==> src/rtl/bus_decoder_n.sv <==
// bus_decoder_n: base/mask bus decoder with per-transaction slave lock, timeout and error logging
module bus_decoder_n #(
  parameter int NSLV = 3,
  parameter int ADDR_W = 22,
  parameter logic [NSLV*ADDR_W-1:0] SLV_BASE = {22'h3FFFF0, 22'h3FF800, 22'h000000},
  parameter logic [NSLV*ADDR_W-1:0] SLV_MASK = {22'h3FFFF0, 22'h3FFE00, 22'h3C0000},
  parameter int TIMEOUT = 255
) (
  input  logic                 clk,
  input  logic                 rst_n,
  input  logic                 bus_stb,
  input  logic                 bus_we,
  input  logic [ADDR_W-1:0]    bus_addr,
  input  logic [31:0]          bus_dout,
  output logic [31:0]          bus_din,
  output logic                 bus_ack,
  output logic                 bus_err,
  output logic [NSLV-1:0]      slv_stb,
  output logic                 slv_we,
  output logic [ADDR_W-1:0]    slv_addr,
  output logic [31:0]          slv_dout,
  input  logic [NSLV*32-1:0]   slv_din,
  input  logic [NSLV-1:0]      slv_ack,
  output logic [7:0]           err_cnt,
  output logic [ADDR_W-1:0]    err_addr
);
  localparam int SW = NSLV > 1 ? $clog2(NSLV) : 1;
  typedef enum logic [1:0] {IDLE, BUSY, ERR} state_t;
  state_t r_state;
  logic [SW-1:0] r_sel, w_idx;
  logic [15:0] r_tcnt;
  logic [ADDR_W-1:0] r_addr;
  logic [31:0] w_din [NSLV];
  logic w_hit, w_busy, w_done, w_tout;
  // descending scan so the lowest matching window is the one left standing
  always_comb begin
    w_idx = '0;
    w_hit = 1'b0;
    for (int i = NSLV - 1; i >= 0; i--)
      if ((bus_addr & SLV_MASK[i*ADDR_W +: ADDR_W]) == SLV_BASE[i*ADDR_W +: ADDR_W]) begin
        w_idx = SW'(i);
        w_hit = 1'b1;
      end
  end
  for (genvar j = 0; j < NSLV; j++) begin : g_din
    assign w_din[j] = slv_din[32*j +: 32];
  end
  assign w_busy   = r_state == BUSY;
  assign w_done   = w_busy && bus_stb && slv_ack[r_sel];
  assign w_tout   = w_busy && bus_stb && !slv_ack[r_sel] && r_tcnt == 16'(TIMEOUT - 1);
  assign slv_stb  = w_busy ? NSLV'(1) << r_sel : '0;
  assign bus_ack  = r_state == ERR || w_done || w_tout;
  assign bus_err  = r_state == ERR || w_tout;
  assign bus_din  = w_busy && !w_tout ? w_din[r_sel] : '0;
  assign slv_we   = bus_we;
  assign slv_addr = bus_addr;
  assign slv_dout = bus_dout;
  always_ff @(posedge clk) begin
    if (!rst_n) begin
      r_state  <= IDLE;
      r_sel    <= '0;
      r_tcnt   <= '0;
      r_addr   <= '0;
      err_cnt  <= '0;
      err_addr <= '0;
    end else begin
      case (r_state)
        IDLE: if (bus_stb) begin
          r_state <= w_hit ? BUSY : ERR;
          r_sel   <= w_idx;
          r_addr  <= bus_addr;
          r_tcnt  <= '0;
        end
        BUSY: begin
          r_tcnt <= r_tcnt + 16'd1;
          if (!bus_stb || w_done || w_tout) r_state <= IDLE;
        end
        default: r_state <= IDLE;
      endcase
      if (bus_err) begin
        err_addr <= r_addr;
        err_cnt  <= err_cnt + {7'd0, err_cnt != 8'hFF};
      end
    end
  end
endmodule
==> config.mk <==
export PLATFORM = sky130hd
export DESIGN_NAME = bus_decoder_n
export DESIGN_NICKNAME = d
export VERILOG_FILES = /design/src/rtl/bus_decoder_n.sv
export SDC_FILE = /design/constraint.sdc
export NUM_CORES = 1
export LEC_CHECK = 0
export CORE_MARGIN = 4
export CORE_UTILIZATION = 33
export DETAILED_ROUTE_END_ITERATION = 6
export GPL_ROUTABILITY_DRIVEN = 1
export PLACE_DENSITY_LB_ADDON = 0.12
export SLEW_MARGIN = 40
export SYNTH_ARGS = -nofsm -noshare
export SYNTH_HDL_FRONTEND = slang
export SYNTH_SLANG_ARGS = --single-unit
==> constraint.sdc <==
create_clock -name clk -period 2 [get_ports clk]
set_input_delay 0.4 -clock clk [delete_from_list [all_inputs] [get_ports clk]]
set_output_delay 0.4 -clock clk [all_outputs]
set_load 0.02 [all_outputs]
==> metrics.md <==
| Metric | Value |
|---|---|
| Root Driver | `clkbuf_16` |
| Antenna-violating nets left | `0` |
| Most frequent cells in the layout | `clkdlybuf4s50_1, nor2_1, nand2_1, dfxtp_1` |
| Crit path launch | `r_sel[0]$_SDFFE_PN0P_` |
| CTS tree | `yes` |
| Max Cap Viol | `0` |
| Worst hold path class | `reg2reg` |
| Worst-skew pair later-pin latency | `around 0.33 ns` |
| Synth cell types | `40` |
| Post-Route WL | `about 16 mm` |
| Worst Clk Skew | `0.01007 ns` |
| CP max FO | `23` |
| Drt first pass iters | `4` |
| R2r setup slk | `-0.20 ns` |
| Yosys top cell area share | `33.75%` |
| First-pass GRT wire length | `between 20 and 25 mm` |
| Via/cell ratio | `4.962` |
| Htree depth | `3` |
| RSZ-0062 raised after global routing | `yes` |
| Worst slew margin | `74.20%` |
| DP HPWL | `between 10 and 15 mm` |
| Leak | `between 2 and 3 nW` |
| Synth warn | `0` |
| Die Y | `between 100 and 150 um` |
| Fmax | `about 410 MHz` |
| Hold Fails Final Rpt | `0` |
| Critical Path Source Type | `flip-flop` |
| Pin count of the biggest net entering global routing | `33` |
| Final critical-path share of the clock period | `120.5%` |
| Syn Nets | `746` |
| Syn Std Cell Area | `roughly 4300 um^2` |
| Avg Synthesized Cell Area | `7.300 um^2` |
| PortBufs | `212` |
| ANT cells | `0` |
| Worst r2r src | `r_sel[0]$_SDFFE_PN0P_` |
| IR drop worst, VDD | `just under 0.4 mV` |
| Grt ovf | `0` |
| Final min period | `~2.4 ns` |
| Fin worst setup slack | `-0.4097 ns` |
| Fin area | `approximately 7300 um^2` |
| Failing checks | `setup timing` |
| Status | `finished with violations` |
| # DRC | `0` |
| Post-synth EDFFs | `0` |
| Post-synthesis async set-or-reset flop share | `0%` |
| Worst reg2reg endpoint | `err_cnt[4]$_SDFFE_PN0P_` |
| Area post-placement | `between 6000 and 7000 um^2` |
| Area Overhead vs Synth | `71.46%` |
| Number of antenna violations at the first check in global routing | `0` |
| Core Region | `approximately 13000 um^2` |
| Clock Sinks | `around 70` |
| Fin. max-slew vios | `0` |
| Number of nets in the layout | `around 960` |
| CTS buffer count | `9` |
| CP Capture Point | `bus_din[18]` |
| Critical path type | `reg2out` |
| Synth area leader | `dfxtp_1` |
| Drt wl/cell | `around 17 um` |
| Final number of setup-violating endpoints | `64` |
| Gpl congestion | `0.8798` |
| Worst slew pin tran | `0.3864 ns` |
| Tot GR Track Use | `~20%` |
| CP endpoint kind | `output pin` |
| Pre-CTS setup slack | `-0.8541 ns` |
| Initial DRC count | `175` |
| Vias in the first global route | `between 4000 and 5000` |
| Top post-synthesis cells by area | `dfxtp_1, buf_4, a21oi_1, mux2i_1, nor2_1` |
| R2R cell count | `8` |
| Synth Flop Type | `dfxtp_1` |
| Initial core utilization | `around a third` |
| Tot Pwr | `~4.0 mW` |
| Die Width | `roughly 120 um` |
| Pwr dens | `around 550 nW/um^2` |
| Clk slew on worst S/H paths | `roughly 0.060 ns` |
| Most common cell after layout, fill and taps aside | `clkdlybuf4s50_1` |
| Post-synthesis register bit count | `72` |
| Fraction of layout cells with a size suffix above 1 | `between 20% and 30%` |
| Final Util | `58.02%` |
| Cts hold-fix bufs | `0` |
| Cells after Synth | `around 600` |
| Max clock buf depth | `2` |
| Std-Cell Rows | `41` |
| Ports | `279` |
| CP Data Required Time | `1.60 ns` |
| Die Footprint | `about 15000 um^2` |
| Vias | `just under 5000` |
| Sequential area share after synthesis | `between 30 and 40%` |
| Arrival time at the worst endpoint | `~2.0 ns` |
logic make-up (layout without fill, tap and decap cells):
family	count (synthesis)	in the layout	share of synthesized area (%)
buffers and inverters	104	321	14.53
and+or+nand+nor	246	246	25.34
adders and majority gates	4	4	1.172
DFF	72	72	33.75
muxes	38	38	9.141
AOI/OAI and AO/OA	121	121	16.06
critical path: stages, from the launching register on:
cell and delay [ns]:
dfxtp_4 0.37, mux2_4 0.34, a22oi_2 0.22, nand2_2 0.09, o21ai_4 0.23, buf_12 0.20
nor2_1 0.07, buf_4 0.16
metrics by stage:
step                      cells  setup TNS (ns)  hold WS [ns]
after floorplan             585         -0.5014        0.4286
after global placement      942          -42.78        0.4346
after detailed placement    942          -44.79        0.4482
after CTS                   971          -17.95        0.4567
after global routing        974          -22.15        0.4789
final                       974          -16.38        0.4557
cells in the mapped netlist, drive strengths merged, types with 4 or more instances:
library cell	number
o211ai	5
dfxtp	72
and3	6
nand4	8
mux2i	33
nor2	86
nand3	36
a21oi	71
clkbuf	25
or3	11
ha	4
inv	10
nand2	80
mux2	5
nor3	5
buf	69
o21ai	34
how the worst min path moves through the flow:
| stage | start | endpoint | cells after the start |
|---|---|---|---|
| after global placement | r_addr[2]$_SDFFE_PN0P_ | err_addr[2]$_SDFFE_PN0P_ | 2 |
| after global routing | r_addr[4]$_SDFFE_PN0P_ | r_addr[4]$_SDFFE_PN0P_ | 2 |
| after floorplan | r_addr[0]$_SDFFE_PN0P_ | err_addr[0]$_SDFFE_PN0P_ | 2 |
| after detailed placement | r_addr[0]$_SDFFE_PN0P_ | err_addr[0]$_SDFFE_PN0P_ | 2 |
| after CTS | r_addr[13]$_SDFFE_PN0P_ | err_addr[13]$_SDFFE_PN0P_ | 2 |
| final | r_addr[18]$_SDFFE_PN0P_ | r_addr[18]$_SDFFE_PN0P_ | 2 |
report_power, final:
part / internal [mW] / total [mW] / switching, mW
registers: 1.47 / 1.50 / 0.0241
clock network: 1.11 / 1.76 / 0.648
logic: 0.440 / 0.771 / 0.331
area by class of cell:
type                            instances  area, um^2
Fill cell                            1136        5298
Sequential cell                        72        1445
Inverter                               10       40.04
Tap cell                              172       215.2
Timing Repair Buffer                  295        2796
Multi-Input combinational cell        409        2497
Clock inverter                          7       102.6
Clock buffer                            9       225.2
state kept, by name, summed over array words and instances (netlist names):
register,flops
r_addr,22
err_cnt,8
r_sel,2
r_tcnt,16
err_addr,22
r_state,2
metal layers:
metal | part of all wire [%] | routed length, um | vias to the layer above | global-route usage, %
met5 | 0 | 0 | - | 0
met4 | 1.6 | 250 | 0 | 5.042
met3 | 6.8 | 1088 | 28 | 6.082
met2 | 51 | 8251 | 156 | 36.26
met1 | 40 | 6492 | 2282 | 24.59
li1 | - | - | 2367 | -
timing repair:
action,4_1_cts,5_1_grt
setup endpoints to repair,67,68
gates cloned,6,2
pin swaps,27,36
setup buffers,8,5
gates resized for setup,178,86
Note: power is estimated with default switching activity, not from simulation.
